## src/rtl/aesl_deadlock_report_ctrl.sv

```systemverilog
// Deadlock report controller: elects an origin, traces the token around the cycle, latches a sticky report.
// Latency: detect flag -> origin strobe 2 cycles; close -> token_clear 1 cycle; token_clear -> dl_found 1 cycle.
// Backpressure: none on inputs; the report is held in REPORT until report_ack, detect flags ignored meanwhile.
module aesl_deadlock_report_ctrl #(
  parameter int PROC_NUM      = 4,
  parameter int CNT_W         = 8,
  parameter int TRACE_TIMEOUT = 64
) (
  input  logic                clock,
  input  logic                reset,
  input  logic [PROC_NUM-1:0] dl_detect_vec,
  input  logic [PROC_NUM-1:0] token_hold_vec,
  output logic                dl_detect_all,
  output logic [PROC_NUM-1:0] origin_vec,
  output logic                token_clear,
  output logic                dl_found,
  output logic [PROC_NUM-1:0] dl_origin,
  output logic [PROC_NUM-1:0] dl_member_mask,
  output logic [CNT_W-1:0]    dl_cycle_len,
  output logic [CNT_W-1:0]    dl_abort_cnt,
  input  logic                report_ack
);

  typedef enum logic [2:0] {
    ST_IDLE,
    ST_ARM,
    ST_TRACE,
    ST_CLEAR,
    ST_REPORT
  } state_t;

  localparam logic [CNT_W-1:0] TMO_LAST = CNT_W'(TRACE_TIMEOUT - 1);
  localparam logic [CNT_W-1:0] CNT_ONE  = CNT_W'(1);

  state_t              state_q, state_d;
  logic [PROC_NUM-1:0] det_q;        // detect flags, one register stage from the fabric
  logic [PROC_NUM-1:0] elect_oh;
  logic [PROC_NUM-1:0] origin_q;
  logic [PROC_NUM-1:0] member_q;
  logic [CNT_W-1:0]    hop_q;
  logic [CNT_W-1:0]    timer_q;
  logic                gap_q;        // previous TRACE cycle had no token after the first hop
  logic [CNT_W-1:0]    abort_q;
  logic [PROC_NUM-1:0] rep_origin_q;
  logic [PROC_NUM-1:0] rep_mask_q;
  logic [CNT_W-1:0]    rep_len_q;
  logic                tok_any;
  logic                close_hit;
  logic                abort_now;

  // Lowest-index flag wins: scan downward so the last write is the lowest set bit.
  always_comb begin
    elect_oh = '0;
    for (int p = PROC_NUM - 1; p >= 0; p--) begin
      if (det_q[p]) begin
        elect_oh    = '0;
        elect_oh[p] = 1'b1;
      end
    end
  end

  // State register.
  always_ff @(posedge clock or negedge reset) begin
    if (!reset) state_q <= ST_IDLE;
    else        state_q <= state_d;
  end

  // Next-state and strobe decode; close beats loss and timeout in the same cycle.
  always_comb begin
    state_d       = state_q;
    dl_detect_all = 1'b0;
    origin_vec    = '0;
    token_clear   = 1'b0;
    dl_found      = 1'b0;
    abort_now     = 1'b0;
    tok_any       = |token_hold_vec;
    close_hit     = (|(dl_detect_vec & origin_q)) && (|(token_hold_vec & origin_q));
    case (state_q)
      ST_IDLE: begin
        if (|det_q) state_d = ST_ARM;
      end
      ST_ARM: begin
        dl_detect_all = 1'b1;
        origin_vec    = origin_q;
        state_d       = ST_TRACE;
      end
      ST_TRACE: begin
        dl_detect_all = 1'b1;
        if (close_hit) begin
          state_d = ST_CLEAR;
        end else if ((!tok_any && gap_q && (hop_q != '0)) || (timer_q == TMO_LAST)) begin
          abort_now = 1'b1;
          state_d   = ST_IDLE;
        end
      end
      ST_CLEAR: begin
        dl_detect_all = 1'b1;
        token_clear   = 1'b1;
        state_d       = ST_REPORT;
      end
      ST_REPORT: begin
        dl_detect_all = 1'b1;
        dl_found      = 1'b1;
        if (report_ack) state_d = ST_IDLE;
      end
      default: state_d = ST_IDLE;
    endcase
  end

  // Trace datapath, abort counter and sticky report registers.
  always_ff @(posedge clock or negedge reset) begin
    if (!reset) begin
      det_q        <= '0;
      origin_q     <= '0;
      member_q     <= '0;
      hop_q        <= '0;
      timer_q      <= '0;
      gap_q        <= 1'b0;
      abort_q      <= '0;
      rep_origin_q <= '0;
      rep_mask_q   <= '0;
      rep_len_q    <= '0;
    end else begin
      // Flags raised while a report is pending are dropped, not queued.
      det_q <= (state_q == ST_REPORT) ? '0 : dl_detect_vec;
      case (state_q)
        ST_IDLE: begin
          if (|det_q) origin_q <= elect_oh;
        end
        ST_ARM: begin
          member_q <= origin_q;
          hop_q    <= '0;
          timer_q  <= '0;
          gap_q    <= 1'b0;
        end
        ST_TRACE: begin
          timer_q <= timer_q + CNT_ONE;
          gap_q   <= !tok_any && (hop_q != '0);
          if (tok_any) begin
            member_q <= member_q | token_hold_vec;
            if (hop_q != '1) hop_q <= hop_q + CNT_ONE;
          end
          if (abort_now && (abort_q != '1)) abort_q <= abort_q + CNT_ONE;
        end
        ST_CLEAR: begin
          rep_origin_q <= origin_q;
          rep_mask_q   <= member_q;
          rep_len_q    <= hop_q;
        end
        ST_REPORT: begin
          if (report_ack) begin
            rep_origin_q <= '0;
            rep_mask_q   <= '0;
            rep_len_q    <= '0;
          end
        end
        default: ;
      endcase
    end
  end

  assign dl_origin      = rep_origin_q;
  assign dl_member_mask = rep_mask_q;
  assign dl_cycle_len   = rep_len_q;
  assign dl_abort_cnt   = abort_q;

endmodule

```

## config.mk

```make
export PLATFORM = sky130hd
export DESIGN_NAME = aesl_deadlock_report_ctrl
export DESIGN_NICKNAME = d
export VERILOG_FILES = /design/src/rtl/aesl_deadlock_report_ctrl.sv
export SDC_FILE = /design/constraint.sdc
export NUM_CORES = 1
export LEC_CHECK = 0
export CORE_MARGIN = 2
export CORE_UTILIZATION = 38
export CTS_CLUSTER_DIAMETER = 150
export CTS_CLUSTER_SIZE = 20
export DETAILED_ROUTE_END_ITERATION = 8
export PLACE_DENSITY = 0.68
export SYNTH_ARGS = -nofsm -noshare
export SYNTH_HDL_FRONTEND = slang
export SYNTH_SLANG_ARGS = --single-unit
```

## constraint.sdc

```tcl
create_clock -name clock -period 4.05 [get_ports clock]
set_input_delay 0.405 -clock clock [delete_from_list [all_inputs] [get_ports clock]]
set_output_delay 0.405 -clock clock [all_outputs]
set_load 0.1 [all_outputs]
```

# Word level (Yosys, flattened, before mapping)
# Cells that the tools add are included.
# word_totals
register_bits	56
in_bits	11
elab_cells	80
# classes
addsub	3
n_eq_ne	12
muxes	29
bitwise	3
reduce_logical	22
# op_table
cell	n
$pmux W8 S2	3
$mux W4	8
$add A8 B1 Y8 const B	3
$mux W8	3
$pmux W4 S2	3
$reduce_or A4 Y1	5
$ne A8 B8 Y1 const B	2
$pmux W3 S5	1
$mux W3	4
$and A4 B4 Y4	2
$eq A8 B6 Y1 const B	1
$ne A2 B2 Y1 const B	4
$reduce_and A2 Y1	4
$reduce_bool A8 Y1	1
$eq A3 B2 Y1 const B	2
$mux W1	6
$reduce_and A3 Y1	2
$logic_and A1 B1 Y1	5
$or A4 B4 Y4	1
$reduce_bool A2 Y1	2
$eq A3 B1 Y1 const B	1
$eq A3 B3 Y1 const B	1
$logic_not A3 Y1	1
$ne A3 B3 Y1 const B	1
3 further kinds	3

# Logic depth before layout (Yosys ltp)
# Gate-level depths: netlist of the first run.
# depth
depth_word	10
depth_mapped	7

# Least setup slack after synthesis of the first run
# Ideal clock, no wire load.
# synth_timing
path_kind	register -> register
from	reg state_q[0]
to	reg rep_len_q[7] (netlist: dl_cycle_len[7])
setup_ps	123
t_arrival_ps	4121
required_time_ps	3927
setup_slack_ps	-194
stages_incl_launch_ff	6
n_path_buf	2
path_cell_list	dfrtp_1 > buf_2 > nor3b_1 > a21oi_1 > clkbuf_1 > a22o_1
# synth_between
elab_chain_len	3
word_cells_on_any_way	6
cone_classes	eq/ne: 3; mux: 1; reduce/logical: 2
# synth_lines
element	line_no	source
from (decl)	35	state_t state_q, state_d;
from (signal assigned)	65	else state_q <= state_d;
$eq A3 B3 Y1 / $eq A3 B2 Y1 (equally long branches)	126	case (state_q)
$ne A2 B2 Y1 (no source line) / $reduce_bool A2 Y1 (equally long branches)	--	
$reduce_and A2 Y1 (no source line)	--	
to (signal assigned)	148	rep_len_q <= hop_q;
to (decl)	46	logic [CNT_W-1:0] rep_len_q;
# Parallel ways exist; a longest one is shown, timed or not.
# A chain may end at the register's enable or synchronous reset.

# Worst setup path in the final report of the first run
# layout_timing
from	reg state_q[0]
to	out dl_detect_all
# layout_between
elab_chain_len	3
word_cells_on_any_way	6
cone_classes	eq/ne: 4; mux: 1; reduce/logical: 1
# layout_lines
element	line_no	source
$eq A3 B3 Y1 (tied with other cells)	78	case (state_q)
$reduce_or A4 Y1 (no source line) *	--	
$mux W1 *	78	
to (decl)	13	output logic dl_detect_all,
# Every way passes the cells marked *; elsewhere a longest branch is shown, timed or not.

==> results of run 1 <==
## final cells by class
class | instances | share of cell area [%]
flip-flops and latches | 56 | 45.2
multi-input cells | 162 | 34.4
repair buffers | 44 | 13.5
well taps | 77 | 3.11
clock buffers | 5 | 2.22
inverters | 8 | 0.969
clock inverters | 3 | 0.606
## state kept, by name, indices dropped and copies added (netlist names)
signal	flops
timer_q	8
origin_q	4
dl_cycle_len	8
dl_origin	4
hop_q	8
dl_abort_cnt	8
dl_member_mask	4
gap_q	1
member_q	4
det_q	4
state_q	3
## worst paths after layout
kind | startpoint | to | slack (ps)
worst max-delay path | state_q[0] | dl_detect_all | 1040
worst min-delay path | reset | det_q[0] | 200
worst max register to register | state_q[1] | hop_q[5] | 1670
worst min register to register | timer_q[7] | timer_q[7] | 480
max in group asynchronous | reset | hop_q[1] | 3060
min in group clock | timer_q[7] | timer_q[7] | 480
## metal layers
layer  track usage (%)  part of all wire [%]  vias up  wire length (um)
li1                  -                     -      940                 -
met1              24.4                    51      944              2820
met2              22.4                    44       50              2450
met3              2.41                   4.6        2               254
met4              3.90                  0.25        0                14
met5                 0                     0        -                 0
## worst max-delay path: stages (launching register included)
cell	delay [ps]
dfrtp_1	480
nor3_1	680
nor2_1	130
clkdlybuf4s50_1	1010
## power breakdown
part | total [mW] | internal [mW] | switching, mW
sequential | 0.839 | 0.697 | 0.142
clock | 0.298 | 0.121 | 0.177
combinational | 1.25 | 0.338 | 0.907
## placed cells by master, fill, tap and decap left out, drive strengths merged, types with 2 or more instances in the layout
master	n
dfrtp	56
clkdlybuf4s50	36
nand2	18
o21ai	18
a22o	17
nor2	13
a21oi	12
xnor2	9
inv	8
buf	8
and2	7
and3	6
nand3	6
a22oi	5
clkbuf	5
nor2b	4
ha	4
nor3	3
or4	3
nand4	3
or3	3
a21boi	3
nor3b	3
clkinv	3
o311ai	2
o41ai	2
nand3b	2
xor2	2
o31ai	2
or3b	2
## metrics by stage
step	utilization [%]	setup WS (ps)	instances
after floorplan	-	1160	236
after global placement	46.9	1320	347
after CTS	48.3	1040	355
after detailed placement	46.9	1310	347
after global routing	48.3	888	355
final	48.3	1040	355
## cells by family (layout without fill, tap and decap cells)
kind of cell / Yosys count / count (layout) / synth area share, %
compound gates: 69 / 69 / 18.8
xor+xnor: 11 / 11 / 3.79
fa+ha+maj: 4 / 4 / 1.97
buf+inv: 18 / 60 / 3.20
flops: 56 / 56 / 55.1
mux: 2 / 2 / 0.836
simple gates: 76 / 76 / 16.3
==> metrics.txt, run 1 <==
clk sink count 56; Slew @ Worst Pin 1290 ps; Post-synth EDFFs 0; vias in the first global route 1,824; Clk pin slew, worst setup/hold paths 100 ps; top post-synthesis cells by area dfrtp_1 55%, a22o_1 5.9%, o21ai_0 3.5%; ys async rst share 100%; Synth Flop Type dfrtp_1; Final setup violation count 0; chip height 85.8 um; setup repair bufs after CTS 0; Slew headroom 13.9%; Placed Area 0.00301 sq mm; failing checks design-rule violations; post-route cell area 0.00310 sq mm; ANT cells 0; Synth Area per Inst 10.8 sq um; largest net degree at the start of global routing 39; yosys warns 0; Syn Inst Count 236; Setup Skew 10.2 ps; worst-path fanout max 9; Worst Path Arrival 2610 ps; DPL Wire Length 4000 um; nets 292; crit end category output pin; Max Buffers Root-to-Sink 2; later-pin clock latency in the skew report 300 ps; Die Area 0.00736 sq mm; fin crit share 74.4%; GR Util All Layers 15.5%; Synth top cells by count 56 x dfrtp_1, 18 x nand2_1, 18 x o21ai_0, 17 x a22o_1, 13 x nor2_1; I/O pin total 42; Final ANT Viol Nets 0; DR WL/cell 15.6 um; Synth top area share 55.1%; gr ovfl total 0; max frequency 332 MHz; synthesized area 0.00254 sq mm; FF+latch count, synth 56; Hold Violations, Final 0; status complete, but fails checks; # fillers 604; via count 1,936; Num CTS Buffers 5; RSZ-0062 raised after global routing false; Critical Path Start Type flip-flop; # rows 29; CTS root buffer clkbuf_8; fin crit period 3010 ps; Die Span X 85.8 um; Worst R2R Path Depth 5; CTS H-tree lvls 2; WS Path Type flip-flop to output pin; share of layout cells above drive strength 1 7.91%; core area 0.00642 sq mm; area leader, netlist dfrtp_1; pwr dens 769 mW/mm^2; via/cell ratio 5.45; final WL 5540 um; first-pass GRT wire length 9160 um; multi-input logic area 0.00107 sq mm; synthesis-to-finish area growth 21.8%; critical path required time 3640 ps; DRT Pass-1 Iters 7; Worst VDD drop 0.506 mV; Hold WS 200 ps; Final Power 2.38 mW; Resized Gates After CTS 0; Detailed Route Iter0 Violations 197; DRC viols 4; sequential cell area 0.00140 sq mm; Final Max Slew Viols 0; max-cap violation count 0; Hold Path Class primary input to asynchronous set/reset pin; Initial Util 39.6%; initial antenna violation count 0; # port buffers 41; Static Leak 1.38 nW; register area share after synthesis 55.1%; cts hold-fix bufs 0; CTS tree done; top-count cell post-synth dfrtp_1; routability cong. 0.743; setup TNS 0 ps; syn_nets 251; Yosys cell types 46
(Power assumes the default switching activity.)
==> run 2: changes to the inputs <==
- clock period: 4.05 -> 3.1 ns (I/O delays scaled with it)
==> run 2 against run 1 <==
  * The flow still finishes with violations (design-rule violations)
  * Global-route usage hardly changed
  * Worst hold slack better by 250 ps
  * Critical endpoint is now dl_abort_cnt[1]
  * Setup slack worse by 350 ps
  * Register-to-register slack worse by 940 ps
  * Sequential power is 31% higher
  * Clock-buffer cell count is 1 higher
  * Sequential share of layout area is 0.11 points lower
  * Largest power group unchanged
==> metrics.txt, run 2 (same netlist as run 1, synthesis figures left out) <==
later-pin clock latency in the skew report 300 ps; fin crit period 2410 ps; M1 GR Usage 22.8%; Final ANT Viol Nets 0; Worst VDD drop 0.528 mV; worst-path fanout max 8; Slowest-stage cell, CP or4_1; Initial Util 39.6%; CTS tree done; Resized Gates After CTS 0; CP peak stage delay 600 ps; Final Max Slew Viols 0; first-pass GRT wire length 9120 um; Num CTS Buffers 5; final WL 5550 um; # port buffers 41; Die Span X 85.8 um; DR WL/cell 15.5 um; status complete, but fails checks; share of layout cells above drive strength 1 10.3%; Post-Layout Cell Count 358; Clk pin slew, worst setup/hold paths 90 ps; CTS H-tree lvls 2; via/cell ratio 5.53; max frequency 415 MHz; Hold Violations, Final 0; Placed Cells incl. Taps 350; # rows 29; ANT cells 0; I/O pin total 42; Detailed Route Iter0 Violations 123; pwr dens 1000 mW/mm^2; setup TNS 0 ps; Die Area 0.00736 sq mm; met2 usage 23.9%; routability cong. 0.800; fin crit share 77.8%; # fillers 615; Hold Path Class primary input to asynchronous set/reset pin; vias in the first global route 1,853; Static Leak 1.40 nW; crit end category flip-flop; Slew @ Worst Pin 977 ps; largest net degree at the start of global routing 26; DPL Wire Length 4030 um; WS Path Type primary input to flip-flop; most frequent cells in the layout 56 x dfrtp_1, 30 x clkdlybuf4s50_1, 18 x nand2_1, 18 x o21ai_0, 17 x a22o_1; Setup Skew 5.09 ps; initial antenna violation count 0; GR Util All Layers 15.5%; DRC viols 4; DRT Pass-1 Iters 6; Worst Path Arrival 2600 ps; CTS root buffer clkbuf_8; failing checks design-rule violations; gr busiest metal met2; routing usage on met3 3.27%; Critical Path, Cell by Cell clkdlybuf4s50_1 > or4_1 > a211o_1 > a211oi_2 > mux2_2; clk sink count 56; Slew headroom 34.7%; synthesis-to-finish area growth 22.1%; max-cap violation count 0; chip height 85.8 um; gr ovfl total 0; RSZ-0062 raised after global routing false; via count 1,978; Final setup violation count 0; critical path required time 3290 ps; most common cell after layout, fill and taps aside dfrtp_1; Critical Path Start Type primary input; nets 296; Max Buffers Root-to-Sink 2; core area 0.00642 sq mm
-- run 2: path summary, 6_finish.rpt --
path / from / end / slack, ps / depth (start not counted)
max in group asynchronous: reset / timer_q[1] / 1990 / 3
worst max-delay path: token_hold_vec[0] / dl_abort_cnt[1] / 690 / 5
worst min-delay path: reset / hop_q[4] / 450 / 2
worst max register to register: timer_q[0] / dl_abort_cnt[1] / 730 / 5
min in group clock: timer_q[7] / timer_q[7] / 480 / 1
worst min register to register: timer_q[7] / timer_q[7] / 480 / 1
-- run 2: worst max-delay path, delay by kind of cell --
kind / cells / cell delay (ps)
AOI/OAI and AO/OA: 2 / 830
and+or+nand+nor: 1 / 600
buffers and inverters: 1 / 470
muxes: 1 / 400
-- run 2: layer usage --
layer	vias to the layer above	part of all wire [%]
met4	0	0.94
met3	4	3.7
li1	949	-
met1	975	50
met5	-	0
met2	50	45
-- run 2: final cells by class --
class | instances | area, sq um | share of cell area, %
Timing Repair Buffer | 48 | 435 | 14.0
Clock buffer | 6 | 72.6 | 2.34
Inverter | 8 | 30.0 | 0.967
Sequential cell | 56 | 1400 | 45.1
Tap cell | 77 | 96.3 | 3.10
Clock inverter | 1 | 5.00 | 0.161
Multi-Input combinational cell | 162 | 1070 | 34.3
-- run 2: what timing repair did --
item,in CTS,in global routing
hold buffers,1,0
setup buffers,0,0
hold endpoints to repair,15,0
-- run 2: through the flow --
stage	setup slack (ps)	area, sq um	total power [mW]	utilization, %	hold slack [ps]
2_1_floorplan	208	2550	2.35	-	14.4
3_3_place_gp	456	3020	2.74	47.0	249
4_1_cts	720	3110	3.14	48.4	457
3_5_place_dp	408	3020	2.76	47.0	251
6_report	690	3110	3.11	48.4	454
5_1_grt	593	3110	3.29	48.4	488
-- run 2: power breakdown --
part | total (mW) | switching [mW] | leakage (nW) | internal [mW]
combinational | 1.64 | 1.19 | 0.621 | 0.451
clock | 0.372 | 0.218 | 0.0410 | 0.154
sequential | 1.10 | 0.186 | 0.733 | 0.910
